## config.mk

```make
export PLATFORM = sky130hd
export DESIGN_NAME = bcd_countdown_timer
export DESIGN_NICKNAME = d
export VERILOG_FILES = /design/src/rtl/bcd_countdown_timer.sv
export SDC_FILE = /design/constraint.sdc
export NUM_CORES = 1
export LEC_CHECK = 0
export CORE_UTILIZATION = 45
export CTS_BUF_LIST = sky130_fd_sc_hd__clkbuf_8
export CTS_CLUSTER_DIAMETER = 80
export DETAILED_ROUTE_END_ITERATION = 8
export MAX_ROUTING_LAYER = met4
export PLACE_DENSITY = 0.81
export REMOVE_ABC_BUFFERS = 1
export SLEW_MARGIN = 20
export SYNTH_ARGS = -nofsm -noshare
export SYNTH_HDL_FRONTEND = slang
export SYNTH_SLANG_ARGS = --single-unit
```

## constraint.sdc

```tcl
create_clock -name clk100_i -period 6.65 [get_ports clk100_i]
set_input_delay 0.665 -clock clk100_i [delete_from_list [all_inputs] [get_ports clk100_i]]
set_output_delay 0.665 -clock clk100_i [all_outputs]
set_load 0.01 [all_outputs]
```

## src/rtl/bcd_countdown_timer.sv

```systemverilog
// Multi-digit BCD down-counter with a tick divider and load/start/pause/resume control.
// Each digit borrows from the next; done_o pulses once when the count reaches zero.
module bcd_countdown_timer #(
    parameter int unsigned DIGITS   = 4,
    parameter int unsigned TICK_DIV = 100000
) (
    input  logic                  clk100_i,
    input  logic                  rstn_i,
    input  logic                  load_i,
    input  logic [4*DIGITS-1:0]   load_value_i,
    input  logic                  start_i,
    input  logic                  pause_i,
    output logic [4*DIGITS-1:0]   bcd_o,
    output logic                  running_o,
    output logic                  paused_o,
    output logic                  expired_o,
    output logic                  done_o
);

    localparam int unsigned     DivW   = $clog2(TICK_DIV);
    localparam logic [DivW-1:0] DivMax = DivW'(TICK_DIV - 1);

    typedef enum logic [1:0] {StIdle, StRun, StPaused, StDone} state_e;

    state_e                state_q;
    logic [4*DIGITS-1:0]   bcd_q;
    logic [4*DIGITS-1:0]   bcd_dec;
    logic [4*DIGITS-1:0]   load_clamped;
    logic [DivW-1:0]       div_q;
    logic                  done_q;
    logic                  tick;
    logic                  borrow;

    // pause_i suppresses the tick so a paused interval never loses a decrement
    assign tick = (state_q == StRun) && !pause_i && (div_q == DivMax);

    always_comb begin
        bcd_dec      = bcd_q;
        load_clamped = load_value_i;
        borrow       = tick;
        for (int k = 0; k < DIGITS; k++) begin
            if (borrow) begin
                bcd_dec[4*k +: 4] = (bcd_q[4*k +: 4] == 4'd0) ? 4'd9 : bcd_q[4*k +: 4] - 4'd1;
            end
            borrow = borrow && (bcd_q[4*k +: 4] == 4'd0);
            if (load_value_i[4*k +: 4] > 4'd9) begin
                load_clamped[4*k +: 4] = 4'd9;
            end
        end
    end

    always_ff @(posedge clk100_i or negedge rstn_i) begin
        if (!rstn_i) begin
            state_q <= StIdle;
            bcd_q   <= '0;
            div_q   <= '0;
            done_q  <= 1'b0;
        end else begin
            done_q <= 1'b0;
            if (load_i) begin
                state_q <= StIdle;
                bcd_q   <= load_clamped;
                div_q   <= '0;
            end else begin
                unique case (state_q)
                    StIdle: begin
                        if (start_i) begin
                            if (bcd_q == '0) begin
                                state_q <= StDone;
                                done_q  <= 1'b1;
                            end else begin
                                state_q <= StRun;
                                div_q   <= '0;
                            end
                        end
                    end
                    StRun: begin
                        if (pause_i) begin
                            state_q <= StPaused;
                        end else if (tick) begin
                            bcd_q <= bcd_dec;
                            div_q <= '0;
                            if (bcd_dec == '0) begin
                                state_q <= StDone;
                                done_q  <= 1'b1;
                            end
                        end else begin
                            div_q <= div_q + DivW'(1);
                        end
                    end
                    StPaused: begin
                        if (start_i) begin
                            state_q <= StRun;
                        end
                    end
                    StDone: begin
                    end
                    default: begin
                        state_q <= StIdle;
                    end
                endcase
            end
        end
    end

    assign bcd_o     = bcd_q;
    assign running_o = (state_q == StRun);
    assign paused_o  = (state_q == StPaused);
    assign expired_o = (state_q == StDone);
    assign done_o    = done_q;

endmodule

```

# ---- Word level (Yosys, flattened, before mapping)
# Index checks and enable logic that the tools add are counted.
dict set report totals {
  regBits 36
  latch_bits 0
  ramBits 0
  romBits 0
  in_bits 21
  output_inout_bits 20
  elab_cells 81
  n_memories 0
}
dict set report op_classes {
  n_addsub 5
  multipliers 0
  div_mod_pow 0
  magnitude_cmp 4
  eq_ne 11
  shift 0
  muxes 37
  n_bitwise 0
  reduce_logical 20
}
# operator n
set op_table {}
lappend op_table {{2-to-1 mux 17 bit} 5}
lappend op_table {{2-to-1 mux 16 bit} 4}
lappend op_table {{2-to-1 mux 4 bit} 12}
lappend op_table {{case mux 17 bit (2 select lines)} 1}
lappend op_table {{zero test 16 bit} 2}
lappend op_table {{adder 17 x 1 -> 17 bit, second input constant} 1}
lappend op_table {{equality test 17 bit, second input constant} 1}
lappend op_table {{> comparator 4 bit, second input constant} 4}
lappend op_table {{zero test 4 bit} 4}
lappend op_table {{subtractor 4 x 1 -> 4 bit, second input constant} 4}
lappend op_table {{2-to-1 mux 2 bit} 7}
lappend op_table {{inequality test 3 bit, second input constant} 4}
lappend op_table {{inequality test 4 x 3 -> 1 bit, second input constant} 2}
lappend op_table {{2-to-1 mux 1 bit} 6}
lappend op_table {{case mux 2 bit (3 select lines)} 1}
lappend op_table {{logical AND 1 bit} 5}
lappend op_table {{AND reduction 5 bit} 1}
lappend op_table {{equality test 2 bit, second input constant} 2}
lappend op_table {{AND reduction 4 bit} 1}
lappend op_table {{nonzero test 2 bit} 2}
lappend op_table {{nonzero test 4 bit} 1}
lappend op_table {{AND reduction 3 bit} 1}
lappend op_table {{nonzero test 3 bit} 1}
lappend op_table {{equality test 2 x 1 -> 1 bit, second input constant} 1}
lappend op_table {{other kinds (4)} 4}

# ---- Depth between registers and ports, before layout
# Gate-level depths: netlist of run 1.
dict set report depth {
  word_depth 13
  mapped_depth 10
  depth_no_buf 8
}

# ---- Least setup slack after synthesis of run 1
# OpenSTA, ideal clock, no wires.
dict set report synth_path {
  kind {register to register}
  start {reg div_q[5]}
  end {reg state_q[1]}
  setup_ns 0.120
  t_arrival_ns 2.432
  required_time_ns 6.530
  setup_slack_ns 4.098
  path_stages_with_launch 7
  n_path_buf 0
  synth_period_minus_slack_ns 2.552
  path_cell_list {dfrtp_1 -> or4_1 -> or3_1 -> or3_1 -> or3_4 -> a211o_1 -> o211a_1}
}
dict set report synth_via {
  elab_chain_cells 9
  word_cells_on_any_way 13
  cone_classes {3 x eq/ne; 4 x mux; 6 x reduce/logical}
}
# element line_no
set synth_lines {}
lappend synth_lines {{start, declared} 29} ;# logic [DivW-1:0] div_q;
lappend synth_lines {{start signal, assigned} 88} ;# div_q <= div_q + DivW'(1);
lappend synth_lines {{equality test 17 bit *} 35} ;# assign tick = (state_q == StRun) && !pause_i && (div_q == DivMax);
lappend synth_lines {{logical AND 1 bit *} 35}
lappend synth_lines {{logical AND 1 bit (3 in series)} 45} ;# borrow = borrow && (bcd_q[4*k +: 4] == 4'd0);
lappend synth_lines {{2-to-1 mux 4 bit} 42} ;# if (borrow) begin
lappend synth_lines {{zero test 16 bit} 83} ;# if (bcd_dec == '0) begin
lappend synth_lines {{inequality test 4 x 3 -> 1 bit (no source line)} n/a}
lappend synth_lines {{AND reduction 5 bit (no source line) *} n/a}
lappend synth_lines {{end signal, assigned} 54} ;# state_q <= StIdle;
lappend synth_lines {{end signal, assigned} 84} ;# state_q <= StDone;
lappend synth_lines {{end signal, assigned} 93} ;# state_q <= StRun;
lappend synth_lines {{end, declared} 25} ;# state_e state_q;
# Every way passes the cells marked *; elsewhere a longest branch is shown, timed or not.
# A chain may end at the register's enable or synchronous reset.

# ---- Final worst setup path of run 1
dict set report layout_path {
  start {reg div_q[5]}
  end {reg bcd_q[7], in the netlist bcd_o[7]}
}
dict set report layout_via {
  elab_chain_cells 8
  word_cells_on_any_way 10
  cone_classes {1 x eq/ne; 5 x mux; 4 x reduce/logical}
}
# element line_no
set layout_lines {}
lappend layout_lines {{equality test 17 bit *} 35}
lappend layout_lines {{logical AND 1 bit *} 35}
lappend layout_lines {{logical AND 1 bit} 45}
lappend layout_lines {{2-to-1 mux 4 bit} 42}
lappend layout_lines {{2-to-1 mux 16 bit} 80} ;# end else if (tick) begin
lappend layout_lines {{2-to-1 mux 16 bit} 78} ;# if (pause_i) begin
lappend layout_lines {{2-to-1 mux 16 bit} 65} ;# unique case (state_q)
lappend layout_lines {{2-to-1 mux 16 bit} 60} ;# if (load_i) begin
lappend layout_lines {{end signal, assigned} 62} ;# bcd_q <= load_clamped;
lappend layout_lines {{end, declared} 26} ;# logic [4*DIGITS-1:0] bcd_q;
# Every way passes the cells marked *; elsewhere a longest branch is shown, timed or not. The select of a mux whose other input is x is not followed.

==> results.json, run 1 <==
{
  "outcome": "finished clean",
  "cpMaxStageDelayCell": "nor2_1",
  "period_minus_slack_ns": 2.82,
  "portBuffers": 40,
  "die_w_um": 71.9,
  "syn_to_final_growth_pct": 24.8,
  "crit_fanout": 12,
  "worstSetupStartpoint": "div_q[5]",
  "synth_ff_type": "dfrtp_1",
  "yosysMostFrequentCell": "nor2_1",
  "overflow": 0,
  "rsz0062_at_grt": "no",
  "drive_gt1_frac": 0.0578,
  "synth-edff-count": 0,
  "synthTopCellsByCount": "nor2_1, dfrtp_1, nand2_1",
  "cellLeakagePower_uw": 0.00106,
  "cts_hold_buf": 0,
  "dp_hpwl_um": 3690,
  "cp.required_ns": 6.87,
  "cpPeakStageDelay_ns": 0.60,
  "netlist_instances": 253,
  "antenna_found_initial": 0,
  "crit_arrival_ns": 3.04,
  "synth_top_area_share": 0.410,
  "core_um2": 4720,
  "cp_cell_sequence": "or4_1 > or3_1 > nor2_1 > nand3_1 > or3_1 > a31oi_1",
  "grt_pass1_vias": 1973,
  "period_share": 0.424,
  "hp-class": "reg2reg",
  "drt-initial-drc-count": 157,
  "crit_path_frequent_cell": "or3_1",
  "routedWlPerCell_um": 14.5,
  "maxSlewHeadroom": 0.431,
  "clockBufferDepth": 2,
  "ys_seq_area_frac": 0.410,
  "synth_area_um2": 2200,
  "peakVddDrop_uv": 87.5,
  "cts_resized": 0,
  "nets": 320,
  "ant_nets": 0,
  "dieArea_um2": 5170,
  "worstSkewPairLatency_ns": 0.30,
  "cts_tree": "built",
  "min-delay-start": "div_q[1]",
  "post_cts_buffers": 0,
  "drc": 0,
  "numCtsBuffers": 5,
  "fin_total_pwr_uw": 588,
  "antennaDiodeCount": 0,
  "critPathCaptureType": "register",
  "wl_um": 5250,
  "vias": 2046,
  "yosysWarnings": 0,
  "syn_area_per_cell_um2": 8.69,
  "cp-start-kind": "register",
  "powerDensity_nw_per_um2": 214,
  "final_util": 0.581,
  "grt_pass1_wl_um": 9020,
  "fmaxAchievable_ghz": 0.355,
  "cap_violations": 0,
  "r2r-start": "div_q[5]",
  "tns_ns": 0,
  "cts.sinks": 36,
  "die_h_um": 71.9,
  "gp_congestion": 0.814,
  "async_flop_share": 1.00,
  "timing.final.hold_violations": 0,
  "drv_slew": 0,
  "yosys-top-cells-area": "dfrtp_1, xnor2_1, nor2_1",
  "grt_max_degree": 37,
  "tightest_slew_ns": 0.850,
  "drtPass1Iterations": 4,
  "clkTransAtPathRegs_ns": 0.07,
  "clock-skew-final_ns": 0.00957,
  "start_util": 0.466,
  "ios": 41,
  "cts-root-buf": "clkbuf_8",
  "setup_viol": 0,
  "grt_usage": 0.232,
  "num_rows": 25,
  "synth-seq-cells": 36,
  "synth.distinct_cells": 41,
  "yosys.area.top_type": "dfrtp_1",
  "critPathKind": "reg2reg",
  "cts_htree_levels": 2,
  "vias_per_cell": 5.67
}
==> state kept, by name (all words and copies together) (netlist names) <==
register / cells
done_o: 1
div_q: 17
bcd_o: 16
state_q: 2
==> cell type report <==
class | instances | area [um2]
Fill cell | 401 | 1980
Sequential cell | 36 | 901
Clock buffer | 5 | 68.8
Tap cell | 67 | 83.8
Timing Repair Buffer | 43 | 423
Clock inverter | 2 | 8.76
Multi-Input combinational cell | 200 | 1230
Inverter | 8 | 30.0
==> worst max-delay path: cells and delay by family, from the launching register on <==
family          cells  cell delay, ns
simple gates        5            2.13
flops               1            0.44
compound gates      1            0.17
==> cells in the final DEF (no fill, tap or decap), types with 4 or more instances in the layout <==
cell type,count
clkdlybuf4s50_1,40
nand4_1,9
nand3_1,7
inv_1,9
nor4_1,11
ha_1,5
o21ai_0,16
nor3b_1,5
xnor2_1,16
nor3_1,11
mux2i_1,7
dfrtp_1,36
nor2b_1,4
a21oi_1,13
nor2_1,37
nand2_1,18
xor2_1,4
clkbuf_8,5
==> metrics by stage <==
| stage | worst slack (ns) | instances | instance area, um2 | hold slack (ns) |
|---|---|---|---|---|
| 2_1_floorplan | 4.08 | 244 | 2160 | 0.369 |
| 3_3_place_gp | 3.56 | 353 | 2660 | 0.517 |
| 3_5_place_dp | 3.50 | 353 | 2660 | 0.529 |
| 4_1_cts | 3.76 | 360 | 2740 | 0.549 |
| 5_1_grt | 3.64 | 361 | 2750 | 0.576 |
| 6_report | 3.83 | 361 | 2750 | 0.551 |
==> report_power, final <==
group	leakage (uW)	switching [uW]	internal (uW)
clock network	0.0000452	77.8	69.6
registers	0.000470	23.3	233
logic	0.000545	99.3	84.7
total	0.00106	201	388
==> path summary, 6_finish.rpt <==
check | endpoint | slack, ns | cells after the start
worst max-delay path | bcd_o[7] | 3.83 | 6
worst min-delay path | div_q[1] | 0.55 | 1
worst max register to register | bcd_o[7] | 3.83 | 6
worst min register to register | div_q[1] | 0.55 | 1
max in group asynchronous | div_q[11] | 5.52 | 2
min in group asynchronous | bcd_o[15] | 0.78 | 2
==> per-layer routing <==
layer	track usage	wire [um]
met5	-	0
met4	0.122	150
met1	0.278	2370
met2	0.375	2460
met3	0.0417	272
==> cell families after synthesis <==
family,synth area share
flip-flops,0.410
AND/OR/NAND/NOR,0.286
buffers and inverters,0.0313
AO/OA/AOI/OAI,0.129
adder cells (fa/ha/maj),0.0284
XOR/XNOR,0.0796
multiplexers,0.0370
(Power assumes the default switching activity.)
==> inputs of run 2 (changes only) <==
- PLACE_DENSITY: 0.81 -> 0.84
- clock period: 6.65 -> 2.3 ns (I/O delays scaled with it)
==> results.json, run 2 (synthesis results as in run 1) <==
{
  "outcome": "finished, violations left",
  "violations": "setup timing",
  "cp.required_ns": 2.47,
  "clock-skew-final_ns": 0.00949,
  "ios": 41,
  "seqCellArea_um2": 901,
  "die_h_um": 71.9,
  "cpMaxStageDelayCell": "or4_4",
  "rsz0062_at_grt": "yes",
  "placed_area_um2": 2950,
  "fillers": 352,
  "drtPass1Iterations": 4,
  "gp_congestion": 0.873,
  "dieArea_um2": 5170,
  "dp_slack_ns": -0.281,
  "timing.final.hold_violations": 0,
  "grt_max_degree": 37,
  "maxSlewHeadroom": 0.657,
  "portBuffers": 40,
  "comb_power_share": 0.364,
  "grt_pass1_wl_um": 9140,
  "critPathBufInv": 0,
  "wl_um": 5630,
  "cap_violations": 0,
  "hp-class": "in2async",
  "cts-root-buf": "clkbuf_8",
  "num_rows": 25,
  "crit_fanout": 3,
  "setup_ws_ns": -0.169,
  "top_register": "div_q",
  "critPathCaptureType": "register",
  "crit_path_frequent_cell": "or3_4",
  "overflow": 0,
  "cp-start-kind": "register",
  "cpPeakStageDelay_ns": 0.53,
  "worstSkewPairLatency_ns": 0.29,
  "cts_htree_levels": 2,
  "drc": 0,
  "drv_slew": 0,
  "cp_cell_sequence": "or4_4 > or3_4 > or3_4 > or3_4 > a211o_1 > o211a_1",
  "cts.sinks": 36,
  "largest_reg_flops": 17,
  "cts_tree": "built",
  "tightest_slew_ns": 0.508,
  "antenna_found_initial": 0,
  "setup_viol": 3,
  "core_um2": 4720,
  "final_util": 0.663,
  "nets": 361,
  "clkPwrFrac": 0.243,
  "routedWlPerCell_um": 14.0,
  "die_w_um": 71.9,
  "final_area_um2": 3130,
  "grt_usage": 0.236,
  "drt-initial-drc-count": 192,
  "multi_input_area_um2": 1290,
  "clockBufferDepth": 2,
  "vias": 2154,
  "layout_commonest_cell": "buf_4",
  "syn_to_final_growth_pct": 42.3,
  "critPathKind": "reg2reg",
  "path_delay_family": "simple AND/OR/NAND/NOR gates",
  "period_minus_slack_ns": 2.47,
  "fmaxAchievable_ghz": 0.405,
  "ant_nets": 0,
  "crit_arrival_ns": 2.64,
  "clkTransAtPathRegs_ns": 0.07,
  "powerDensity_nw_per_um2": 585,
  "start_util": 0.466,
  "p_int_uw": 1240,
  "numCtsBuffers": 5,
  "antennaDiodeCount": 0,
  "seq_power_share": 0.393,
  "grt_pass1_vias": 2107,
  "cellLeakagePower_uw": 0.00128,
  "peakVddDrop_uv": 315,
  "drive_gt1_frac": 0.205,
  "period_share": 1.07,
  "final_cell_mix": "buf_4, clkdlybuf4s50_1, dfrtp_1",
  "vias_per_cell": 5.34,
  "dp_hpwl_um": 4180,
  "p_sw_uw": 595,
  "swShare": 0.325
}
==> run 2: changes by cell type in the layout (fill, tap and decap cells not counted), sizes merged <==
cell    delta
inv        +1
buf       +41
clkinv     -1
clkbuf     +1
==> run 2: final cells by class <==
cell class                      count  area share
Multi-Input combinational cell    200       0.411
Sequential cell                    36       0.288
Clock buffer                        6      0.0264
Inverter                            8     0.00959
Clock inverter                      2     0.00240
Tap cell                           67      0.0268
Timing Repair Buffer               84       0.236
==> run 2: repair_timing <==
action / CTS / global route
setup endpoints to repair: 17 / 28
buffers inserted: 2 / 1
resized for setup: 5 / 14
hold buffers: 0 / 0
pin swaps: 5 / 2
==> run 2: path summary, 6_finish.rpt <==
path,slack [ns],cells after the start,startpoint,endpoint
min reg2reg,0.57,2,div_q[16],div_q[16]
max,-0.17,6,div_q[5],state_q[1]
max reg2reg,-0.17,6,div_q[5],state_q[1]
max in group asynchronous,1.59,2,rstn_i,div_q[14]
min in group clk100_i,0.51,3,load_value_i[5],bcd_o[5]
min,0.37,2,rstn_i,bcd_o[11]
==> run 2: power groups by stage <==
stage | combinational [uW] | clock [uW] | sequential [uW]
3_5_place_dp | 632 | 0 | 729
4_1_cts | 642 | 451 | 719
6_report | 667 | 446 | 720
2_1_floorplan | 298 | 0 | 747
3_3_place_gp | 615 | 0 | 728
5_1_grt | 728 | 480 | 727
==> run 2: worst reg2reg max path: cells and delay by family (launching register included) <==
family,cells,cell delay (ns)
AO/OA/AOI/OAI,2,0.43
AND/OR/NAND/NOR,4,1.55
flip-flops,1,0.38
==> run 2: layer usage <==
layer / track usage / wire (um) / share of wire
met1: 0.262 / 2390 / 0.43
met2: 0.418 / 2930 / 0.52
met3: 0.0486 / 218 / 0.039
met4: 0.0893 / 90 / 0.016
met5: - / 0 / 0
==> run 2: per-stage QoR <==
step | TNS (ns) | std cells | hold WS, ns | power [uW]
after global routing | -2.02 | 403 | 0.401 | 1940
after CTS | -0.222 | 402 | 0.388 | 1810
after detailed placement | -0.700 | 392 | 0.553 | 1360
after global placement | -0.340 | 392 | 0.549 | 1340
final | -0.296 | 403 | 0.371 | 1830
after floorplan | -4.39 | 244 | -0.0656 | 1050
